### src/rtl/pe_sequencer.sv
// pe_sequencer: main control FSM for the single-PE convolution datapath.
// Loads stride/filter-size config, issues operand reads while both operands
// are available, steps filter windows and IFMap rows, drains the MAC pipe
// and pulses done.
// Optional build macro: PE_SEQ_STALL_CNT_EN enables the stall_cycles counter;
// without it stall_cycles is tied to zero.
module pe_sequencer #(
   parameter int unsigned ROW_CNT_WIDTH   = 8,
   parameter int unsigned PIPE_DEPTH      = 3,
   parameter int unsigned DRAIN_CNT_WIDTH = 2
) (
   input  logic                     clk,
   input  logic                     rstn,
   input  logic                     start,
   input  logic [ROW_CNT_WIDTH-1:0] num_rows,
   input  logic                     av_data,
   input  logic                     av_filter,
   input  logic                     co_filter,
   input  logic                     end_of_row,
   output logic                     ld_stride,
   output logic                     ld_filterSize,
   output logic                     clear_sum,
   output logic                     put_data,
   output logic                     put_filter,
   output logic                     next_filter,
   output logic                     next_row,
   output logic                     store_buffer,
   output logic                     busy,
   output logic                     done,
   output logic [15:0]              stall_cycles
);

   localparam int unsigned STALL_CNT_WIDTH = 16;

   typedef enum logic [2:0] {
      S_IDLE      = 3'd0,
      S_LOAD_CFG  = 3'd1,
      S_COMPUTE   = 3'd2,
      S_NEXT_FILT = 3'd3,
      S_NEXT_ROW  = 3'd4,
      S_DRAIN     = 3'd5,
      S_DONE      = 3'd6
   } state_t;

   state_t                     r_state;
   state_t                     w_state_nxt;

   logic [ROW_CNT_WIDTH-1:0]   r_num_rows;
   logic [ROW_CNT_WIDTH-1:0]   r_row_cnt;
   logic [DRAIN_CNT_WIDTH-1:0] r_drain_cnt;

   logic                       w_issue;
   logic                       w_last_row;
   logic                       w_drain_last;
   logic                       w_capture;
   logic                       w_row_inc;
   logic                       w_drain_clr;
   logic                       w_drain_inc;

   logic                       w_ld_stride;
   logic                       w_ld_filter_size;
   logic                       w_clear_sum;
   logic                       w_put;
   logic                       w_next_filter;
   logic                       w_next_row;
   logic                       w_store_buffer;
   logic                       w_done;

   // Operand pair is consumable only when both sides are present
   assign w_issue      = av_data & av_filter;
   // Compare in the counter width so num_rows = all-ones never wraps
   assign w_last_row   = (r_row_cnt == (r_num_rows - ROW_CNT_WIDTH'(1)));
   assign w_drain_last = (r_drain_cnt == DRAIN_CNT_WIDTH'(PIPE_DEPTH - 1));

   // State register
   always_ff @(posedge clk or negedge rstn) begin
      if (!rstn) begin
         r_state <= S_IDLE;
      end else begin
         r_state <= w_state_nxt;
      end
   end

   // Next-state and control decode
   always_comb begin
      w_state_nxt      = r_state;
      w_capture        = 1'b0;
      w_row_inc        = 1'b0;
      w_drain_clr      = 1'b0;
      w_drain_inc      = 1'b0;
      w_ld_stride      = 1'b0;
      w_ld_filter_size = 1'b0;
      w_clear_sum      = 1'b0;
      w_put            = 1'b0;
      w_next_filter    = 1'b0;
      w_next_row       = 1'b0;
      w_store_buffer   = 1'b0;
      w_done           = 1'b0;

      unique case (r_state)
         S_IDLE: begin
            if (start) begin
               w_capture   = 1'b1;
               w_state_nxt = S_LOAD_CFG;
            end
         end

         S_LOAD_CFG: begin
            w_ld_stride      = 1'b1;
            w_ld_filter_size = 1'b1;
            w_clear_sum      = 1'b1;
            w_state_nxt      = (r_num_rows == '0) ? S_DONE : S_COMPUTE;
         end

         S_COMPUTE: begin
            // Reads go out in the same cycle operands are seen; flags only
            // mean something on an issuing cycle
            w_put = w_issue;
            if (w_issue && co_filter) begin
               w_state_nxt = end_of_row ? S_NEXT_ROW : S_NEXT_FILT;
            end
         end

         S_NEXT_FILT: begin
            w_next_filter  = 1'b1;
            w_store_buffer = 1'b1;
            w_state_nxt    = S_COMPUTE;
         end

         S_NEXT_ROW: begin
            w_next_row     = 1'b1;
            w_next_filter  = 1'b1;
            w_store_buffer = 1'b1;
            if (w_last_row) begin
               w_drain_clr = 1'b1;
               w_state_nxt = S_DRAIN;
            end else begin
               w_row_inc   = 1'b1;
               w_state_nxt = S_COMPUTE;
            end
         end

         S_DRAIN: begin
            w_drain_inc = 1'b1;
            if (w_drain_last) begin
               w_state_nxt = S_DONE;
            end
         end

         S_DONE: begin
            w_done      = 1'b1;
            w_state_nxt = S_IDLE;
         end

         default: begin
            w_state_nxt = S_IDLE;
         end
      endcase
   end

   // Job configuration capture and row progress
   always_ff @(posedge clk or negedge rstn) begin
      if (!rstn) begin
         r_num_rows <= '0;
         r_row_cnt  <= '0;
      end else if (w_capture) begin
         r_num_rows <= num_rows;
         r_row_cnt  <= '0;
      end else if (w_row_inc) begin
         r_row_cnt  <= r_row_cnt + ROW_CNT_WIDTH'(1);
      end
   end

   // Pipeline drain counter, restarted on entry to DRAIN
   always_ff @(posedge clk or negedge rstn) begin
      if (!rstn) begin
         r_drain_cnt <= '0;
      end else if (w_drain_clr) begin
         r_drain_cnt <= '0;
      end else if (w_drain_inc) begin
         r_drain_cnt <= r_drain_cnt + DRAIN_CNT_WIDTH'(1);
      end
   end

`ifdef PE_SEQ_STALL_CNT_EN
   logic [STALL_CNT_WIDTH-1:0] r_stall_cycles;
   logic                       w_stall;

   assign w_stall = (r_state == S_COMPUTE) && !w_issue;

   // Saturating count of COMPUTE cycles lost to missing operands
   always_ff @(posedge clk or negedge rstn) begin
      if (!rstn) begin
         r_stall_cycles <= '0;
      end else if (w_capture) begin
         r_stall_cycles <= '0;
      end else if (w_stall && (r_stall_cycles != '1)) begin
         r_stall_cycles <= r_stall_cycles + STALL_CNT_WIDTH'(1);
      end
   end

   assign stall_cycles = r_stall_cycles;
`else
   assign stall_cycles = STALL_CNT_WIDTH'(0);
`endif

   // Control outputs decode straight from state so async reset clears them
   assign ld_stride     = w_ld_stride;
   assign ld_filterSize = w_ld_filter_size;
   assign clear_sum     = w_clear_sum;
   assign put_data      = w_put;
   assign put_filter    = w_put;
   assign next_filter   = w_next_filter;
   assign next_row      = w_next_row;
   assign store_buffer  = w_store_buffer;
   assign done          = w_done;
   assign busy          = (r_state != S_IDLE);

endmodule

### config.mk
export PLATFORM = sky130hd
export DESIGN_NAME = pe_sequencer
export DESIGN_NICKNAME = d
export VERILOG_FILES = /design/src/rtl/pe_sequencer.sv
export SDC_FILE = /design/constraint.sdc
export NUM_CORES = 1
export LEC_CHECK = 0
export BUFFER_PORTS_ARGS = -buffer_cell sky130_fd_sc_hd__buf_2
export CAP_MARGIN = 25
export CORE_MARGIN = 2
export CORE_UTILIZATION = 35
export CTS_BUF_LIST = sky130_fd_sc_hd__clkbuf_8
export DETAILED_ROUTE_END_ITERATION = 10
export GPL_TIMING_DRIVEN = 0
export PLACE_DENSITY = 0.59
export SETUP_SLACK_MARGIN = 0.05
export SLEW_MARGIN = 20
export SYNTH_ARGS = -nofsm -noshare
export SYNTH_HDL_FRONTEND = slang
export SYNTH_SLANG_ARGS = --single-unit
### constraint.sdc
create_clock -name clk -period 2.74 [get_ports clk]
set_clock_uncertainty 0.2 [all_clocks]
set_input_delay 0.137 -clock clk [delete_from_list [all_inputs] [get_ports clk]]
set_output_delay 0.137 -clock clk [all_outputs]
set_load 0.01 [all_outputs]
==> key figures, run 1 <==
Setup path
  • CP Cell Sequence: or4_4 > o221a_1 > a211oi_2 > a211oi_2 > buf_4 > or4b_1 > a21oi_1
  • Critical Path Fanout Max: 6
  • Count of cells along the worst register-to-register path: 7
  • Endpoint of the most critical register-to-register path: r_row_cnt[7]$_DFFE_PN0P_
  • Largest stage delay, worst path: 0.55 ns
  • Crit path DAT: 2.63 ns
  • Crit Reg-Reg Startpoint: r_num_rows[2]$_DFFE_PN0P_
  • CP required: 2.73 ns
  • Slack of the worst reg-to-reg path: 0.10 ns
  • Most frequent CP cell: a211oi_2
  • Type of the worst setup path: flop to flop
  • Crit start category: flop
  • Setup crit end kind: flop
  • Slowest stage cell, crit path: or4_4

GRT
  • Global routing usage summed across all routing layers: 0.139
  • First-pass GRT wire length: 5580 um
  • Congestion Overflow GR: 0
  • Maximum number of pins on one net before global-route repair: 22
  • Vias in the first global route: 1256
  • Number of antenna violations at the first check in global routing: 0

Pwr
  • Total chip power: 1.56 mW
  • Power share of the sequential group: 0.324
  • Power per cell area: 810 mW/mm2
  • Total net switching power: 657 uW
  • Combinational share of power: 0.542
  • Leakage power total: 0.930 nW
  • Switching portion of total power: 0.422
  • Peak supply drop: 0.353 mV
  • Share of total power in the clock network: 0.134
  • Cell internal pwr: 900 uW

Final layout
  • Final layout net count: 259
  • Number of cells in the finished layout apart from fillers: 290
  • Layout area overhead: 28.6%
  • Area taken by multi-input logic gates: 836 um2
  • Cell area after layout: 0.00192 mm2
  • Number of diodes: 0
  • Finished Core Util: 0.474
  • Final-layout fill cell count: 397
  • Share of post-route cells with drive strength above 1: 0.254
  • Register cell area after layout: 526 um2

Synth
  • Cell type contributing the most total cell area after synthesis: dfrtp_1
  • Proportion of synthesized chip area in sequential cells: 0.351
  • Number of synthesized flops with an enable pin: 0
  • Post-synth top area share: 0.351
  • Synthesized instance count: 185
  • Asr flop ratio synth: 1.00
  • Main area contributors after synthesis: dfrtp_1 (35%), buf_4 (11%), nand2_1 (8.5%)
  • Most instantiated flip-flop cell in the synthesis netlist: dfrtp_1
  • Distinct cells, synth: 44
  • Synth warnings: 0
  • Synthesis-stage register bit count: 21
  • Cell types with the highest counts after synthesis: nand2_1 (34), buf_4 (21), dfrtp_1 (21), nor2_1 (13), clkbuf_1 (9)
  • Most common cell in the synthesized netlist: nand2_1
  • Average cell area after synthesis: 8.08 um2
  • Mapped cell area: 0.00150 mm2

STA
  • Maximum frequency from static timing analysis: 379 MHz
  • Worst path setup slack after routing: 0.102 ns
  • Final worst hold slack: 0.0249 ns
  • Unrepaired setup endpoints after global routing: true
  • Final count of negative-setup-slack endpoints: 0
  • Count of final hold-check violations: 0
  • Final Critical Period: 2.64 ns
  • Tightest Pin Transition: 0.538 ns
  • Final critical-path share of the clock period: 0.963
  • Final Max Tran Viols: 0
  • Worst slew margin relative to its limit: 0.642
  • Setup_tns: 0 ns

Die
  • Vertical die dimension: 69.4 um
  • Area of the die: 0.00481 mm2
  • I/O pin count: 41
  • Die width: 69.4 um
  • Initial cell density of the core: 0.368
  • Row count: 23
  • Area of the placeable core: 0.00406 mm2

Hold path
  • Hold Path End: r_row_cnt[3]$_DFFE_PN0P_
  • Cell depth of the worst hold path: 4
  • Worst min path class: input pin to flop
  • Min-Delay Startpoint: start

Clock network
  • Root buffer cell: clkbuf_8
  • Clock Path Buffers: 2
  • H-tree depth: 1
  • CTS tree: yes
  • Clock slew at reported path FFs: 0.08 ns
  • Number of buffers created by CTS: 3
  • Sink count of the clock tree: 21
  • Worst-Skew Late Latency: 0.26 ns

Place
  • Inst Count DP: 274
  • Placed standard-cell area: 0.00173 mm2
  • Pre-CTS setup slack: -0.143 ns
  • Placer congestion estimate: 0.773
  • Number of port buffers: 24
  • Detailed Place HPWL: 2340 um

Routing
  • DRC violation total after the first TritonRoute iteration: 50
  • Vias per std cell: 4.71
  • DRC Markers: 0
  • Count of TritonRoute iterations in the first routing pass: 4
  • Routed wire per std cell: 11.3 um
  • Overall via count from detail_route: 1367
  • Total Wirelength: 3280 um
  • Post-route ant nets: 0

Run
  • Max-cap check violation count: 0

Outcome
  • Status: completed
layer usage:
| layer | vias to the layer above | routed length, um | track usage |
|---|---|---|---|
| met4 | 0 | 33 | 0.0523 |
| met1 | 629 | 1530 | 0.182 |
| met5 | - | 0 | 0 |
| met3 | 2 | 148 | 0.0160 |
| li1 | 705 | - | - |
| met2 | 31 | 1570 | 0.235 |
worst max-delay path by stage:
| stage | from | to | slack, ns | depth (start not counted) |
|---|---|---|---|---|
| 5_1_grt | r_num_rows[0]$_DFFE_PN0P_ | r_row_cnt[7]$_DFFE_PN0P_ | 0.02 | 9 |
| 3_5_place_dp | r_num_rows[0]$_DFFE_PN0P_ | r_drain_cnt[0]$_DFFE_PN0P_ | -0.14 | 9 |
| 6_report | r_num_rows[2]$_DFFE_PN0P_ | r_row_cnt[7]$_DFFE_PN0P_ | 0.10 | 7 |
| 2_1_floorplan | r_num_rows[0]$_DFFE_PN0P_ | r_row_cnt[7]$_DFFE_PN0P_ | 0.23 | 9 |
| 3_3_place_gp | r_num_rows[0]$_DFFE_PN0P_ | r_drain_cnt[0]$_DFFE_PN0P_ | -0.09 | 9 |
| 4_1_cts | r_num_rows[0]$_DFFE_PN0P_ | r_row_cnt[7]$_DFFE_PN0P_ | 0.08 | 9 |
critical path: cells and delay by family (launching register included):
| kind | cells | cell delay, ns |
|---|---|---|
| buf+inv | 1 | 0.16 |
| flops | 1 | 0.45 |
| simple gates | 2 | 1.00 |
| compound gates | 4 | 0.75 |
final cells by class:
cell class                 count  area share
buffer                        30      0.0995
clock buffer                   3      0.0215
clock inverter                 1     0.00260
inverter                       7      0.0137
multi-input combinational    142       0.435
sequential                    21       0.273
tap                           50      0.0325
timing repair buffer          36       0.122
kinds of logic after synthesis:
group | count (synthesis) | synth area share
muxes | 1 | 0.00669
DFF | 21 | 0.351
and+or+nand+nor | 80 | 0.265
xor gates and xnor gates | 8 | 0.0469
AOI/OAI and AO/OA | 34 | 0.156
adders and majority gates | 3 | 0.0251
other | 1 | 0.00251
buffers and inverters | 37 | 0.146
power groups by stage:
stage / sequential [mW] / combinational, mW / clock (mW)
finish: 0.504 / 0.844 / 0.209
global route: 0.523 / 0.949 / 0.230
CTS: 0.501 / 0.841 / 0.215
detailed placement: 0.508 / 0.771 / 0
global placement: 0.503 / 0.768 / 0
floorplan: 0.482 / 0.609 / 0
sequential cells by signal (all words and copies together), names as in the netlist:
register	count
r_num_rows	8
r_row_cnt	8
r_state	3
r_drain_cnt	2
what timing repair did:
item	in CTS	in global routing
pin swaps	2	1
hold buffers	10	0
setup endpoints to repair	13	8
setup buffers	2	0
endpoints found under the hold margin	30	0
resized for setup	4	3
cell usage in the layout (no fill, tap or decap), types with 5 or more instances in the layout:
master         instances
conb_1                16
buf_4                 23
dlygate4sd3_1         10
buf_2                 24
clkbuf_1               9
o21ai_1                5
nand2_1               34
a21oi_1                7
nand3_1                7
o21ai_0                5
dfrtp_1               21
nor2_1                13
xnor2_1                5
inv_1                  5
No activity file was read; power rests on OpenSTA's default activity.
==> inputs of run 2 (changes only) <==
--- a/config.mk
+++ b/config.mk
@@ -8,11 +8,11 @@
 export BUFFER_PORTS_ARGS = -buffer_cell sky130_fd_sc_hd__buf_2
 export CAP_MARGIN = 25
 export CORE_MARGIN = 2
-export CORE_UTILIZATION = 35
+export CORE_UTILIZATION = 54
 export CTS_BUF_LIST = sky130_fd_sc_hd__clkbuf_8
 export DETAILED_ROUTE_END_ITERATION = 10
 export GPL_TIMING_DRIVEN = 0
-export PLACE_DENSITY = 0.59
+export PLACE_DENSITY = 0.84
 export SETUP_SLACK_MARGIN = 0.05
 export SLEW_MARGIN = 20
 export SYNTH_ARGS = -nofsm -noshare
==> run 2 against run 1 <==
- die area is 33% lower
- critical path type unchanged
- register-to-register slack worse by 0.02 ns
- critical path depth increased by 1
- critical endpoint is now r_drain_cnt[0]$_DFFE_PN0P_
==> key figures, run 2 (synthesized netlist as in run 1, its figures left out) <==
Outcome
  • Status: completed (unchanged)

Place
  • Inst Count DP: 255 (was 274)
  • Placed standard-cell area: 0.00171 mm2 (was 0.00173 mm2)
  • Placer congestion estimate: 0.820 (was 0.773)
  • Number of port buffers: 24 (unchanged)
  • Detailed Place HPWL: 2270 um (was 2340 um)

Routing
  • Amount of wire on met3 after detailed routing: 193 um (was 148 um)
  • Post-route ant nets: 0 (unchanged)
  • Vias per std cell: 5.31 (was 4.71)
  • Detail Route met2 WL: 1780 um (was 1570 um)
  • Total Wirelength: 3530 um (was 3280 um)
  • Routed wire per std cell: 12.9 um (was 11.3 um)
  • Routed length on met1: 1530 um (about the same)
  • DRC violation total after the first TritonRoute iteration: 45 (was 50)
  • Top Metal Used: met4 (unchanged)
  • Count of TritonRoute iterations in the first routing pass: 4 (unchanged)
  • Overall via count from detail_route: 1449 (was 1367)
  • DRC Markers: 0 (unchanged)

Clock network
  • CTS tree: yes (unchanged)
  • Clock Path Buffers: 2 (unchanged)
  • Number of buffers created by CTS: 3 (unchanged)
  • Clock slew at reported path FFs: 0.09 ns (was 0.08 ns)
  • Worst-Skew Late Latency: 0.27 ns (was 0.26 ns)
  • Sink count of the clock tree: 21 (unchanged)
  • H-tree depth: 1 (unchanged)
  • Root buffer cell: clkbuf_8 (unchanged)

STA
  • Final critical-path share of the clock period: 0.970 (was 0.963)
  • Count of final hold-check violations: 0 (unchanged)
  • Tightest Pin Transition: 0.537 ns (was 0.538 ns)
  • Maximum frequency from static timing analysis: 376 MHz (was 379 MHz)
  • Final count of negative-setup-slack endpoints: 0 (unchanged)
  • Final Max Tran Viols: 0 (unchanged)
  • Worst slew margin relative to its limit: 0.642 (about the same)
  • Final Critical Period: 2.66 ns (was 2.64 ns)

Die
  • I/O pin count: 41 (unchanged)
  • Vertical die dimension: 56.6 um (was 69.4 um)
  • Area of the placeable core: 0.00269 mm2 (was 0.00406 mm2)
  • Die width: 56.6 um (was 69.4 um)
  • Initial cell density of the core: 0.557 (was 0.368)
  • Row count: 19 (was 23)
  • Area of the die: 0.00321 mm2 (was 0.00481 mm2)

GRT
  • Maximum number of pins on one net before global-route repair: 22 (unchanged)
  • Global routing usage summed across all routing layers: 0.221 (was 0.139)
  • Vias in the first global route: 1382 (was 1256)
  • Number of antenna violations at the first check in global routing: 0 (unchanged)
  • Congestion Overflow GR: 0 (unchanged)
  • First-pass GRT wire length: 5660 um (was 5580 um)

Setup path
  • Endpoint of the most critical setup path: r_drain_cnt[0]$_DFFE_PN0P_ (was r_row_cnt[7]$_DFFE_PN0P_)
  • CP required: 2.71 ns (was 2.73 ns)
  • CP Cell Sequence: buf_4 > or4_4 > nor4_2 > a211oi_2 > a211oi_4 > buf_6 > o21ai_1 > a21o_1 (was or4_4 > o221a_1 > a211oi_2 > a211oi_2 > buf_4 > or4b_1 > a21oi_1)
  • Slack of the worst reg-to-reg path: 0.08 ns (was 0.10 ns)
  • Setup crit end kind: flop (unchanged)
  • Slowest stage cell, crit path: or4_4 (unchanged)
  • Endpoint of the most critical register-to-register path: r_drain_cnt[0]$_DFFE_PN0P_ (was r_row_cnt[7]$_DFFE_PN0P_)
  • Critical Path Fanout Max: 7 (was 6)
  • Count of cells along the worst register-to-register path: 8 (was 7)
  • Crit Reg-Reg Startpoint: r_num_rows[0]$_DFFE_PN0P_ (was r_num_rows[2]$_DFFE_PN0P_)
  • Launching element of the worst setup path: r_num_rows[0]$_DFFE_PN0P_ (was r_num_rows[2]$_DFFE_PN0P_)
  • Crit start category: flop (unchanged)
  • Type of the worst setup path: flop to flop (unchanged)
  • Crit path DAT: 2.63 ns (about the same)
  • Largest stage delay, worst path: 0.52 ns (was 0.55 ns)

Final layout
  • Area taken by multi-input logic gates: 885 um2 (was 836 um2)
  • Number of diodes: 0 (unchanged)
  • Final-layout fill cell count: 228 (was 397)
  • Register cell area after layout: 526 um2 (unchanged)
  • Final layout net count: 261 (was 259)
  • Most common cell after layout, fill and taps aside: nand2_1 (unchanged)
  • Cell area after layout: 0.00196 mm2 (was 0.00192 mm2)
  • Most used cells in the layout excluding fill and tap cells: nand2_1 (34), buf_2 (25), buf_4 (23) (was nand2_1 (34), buf_2 (24), buf_4 (23))
  • Finished Core Util: 0.731 (was 0.474)
  • Number of cells in the finished layout apart from fillers: 273 (was 290)
  • Share of post-route cells with drive strength above 1: 0.273 (was 0.254)
  • Layout area overhead: 31.3% (was 28.6%)
  • Regs by FF count: r_num_rows (8), r_row_cnt (8), r_state (3) (unchanged)

Pwr
  • Peak supply drop: 0.598 mV (was 0.353 mV)
  • Total chip power: 1.63 mW (was 1.56 mW)
  • Leakage power total: 0.945 nW (was 0.930 nW)
  • Power per cell area: 832 mW/mm2 (was 810 mW/mm2)

Hold path
  • Cell depth of the worst hold path: 3 (was 4)
  • Worst min path class: input pin to flop (unchanged)

Run
  • Max-cap check violation count: 0 (unchanged)
-- run 2: cell types whose count changed in the layout (fill, tap and decap cells not counted), sizes merged --
cell,before,now
inv,7,8
clkinv,1,0
buf,47,49
-- run 2: where the power goes --
group / total [mW] / switching (mW) / internal (mW)
clock: 0.213 / 0.113 / 0.100
sequential: 0.504 / 0.0944 / 0.409
combinational: 0.917 / 0.507 / 0.411
-- run 2: what timing repair did --
item,in CTS,in global routing
gates cloned,1,0
hold buffers,10,0
gates resized for setup,4,12
buffers inserted,0,3
pin swaps,1,5
setup endpoints to repair,8,13
hold endpoints to repair,30,0
-- run 2: final cells by class --
class / count / share of cell area
Buffer: 30 / 0.0994
Clock buffer: 3 / 0.0210
Clock inverter: 1 / 0.00191
Inverter: 7 / 0.0134
Multi-Input combinational cell: 142 / 0.451
Sequential cell: 21 / 0.268
Tap cell: 31 / 0.0198
Timing Repair Buffer: 38 / 0.126
-- run 2: worst max-delay path, delay by kind of cell (launching register included) --
| family | cells | cell delay [ns] |
|---|---|---|
| simple gates | 2 | 0.85 |
| compound gates | 4 | 0.76 |
| flops | 1 | 0.42 |
| buf+inv | 2 | 0.33 |
-- run 2: metrics by stage --
stage	worst slack [ns]	TNS [ns]	hold slack [ns]
finish	0.0835	0	0.0403
global route	-0.0190	-0.0240	0.0510
CTS	0.0249	0	0.0328
detailed placement	-0.0544	-0.0766	-0.0692
global placement	-0.0417	-0.0445	-0.0747
floorplan	0.229	0	-0.359
-- run 2: how the worst min path moves through the flow --
| stage | from | to | slack (ns) |
|---|---|---|---|
| floorplan | rstn | r_drain_cnt[0]$_DFFE_PN0P_ | -0.36 |
| global placement | rstn | r_num_rows[2]$_DFFE_PN0P_ | -0.07 |
| detailed placement | rstn | r_num_rows[2]$_DFFE_PN0P_ | -0.07 |
| CTS | start | r_row_cnt[3]$_DFFE_PN0P_ | 0.03 |
| global route | start | r_row_cnt[3]$_DFFE_PN0P_ | 0.05 |
| finish | start | r_state[1]$_DFFE_PN0P_ | 0.04 |
-- run 2: metal layers --
layer | GRT usage | up-vias
li1 | - | 715
met1 | 0.271 | 678
met2 | 0.394 | 52
met3 | 0.0461 | 4
met4 | 0.0510 | 0
met5 | 0 | -
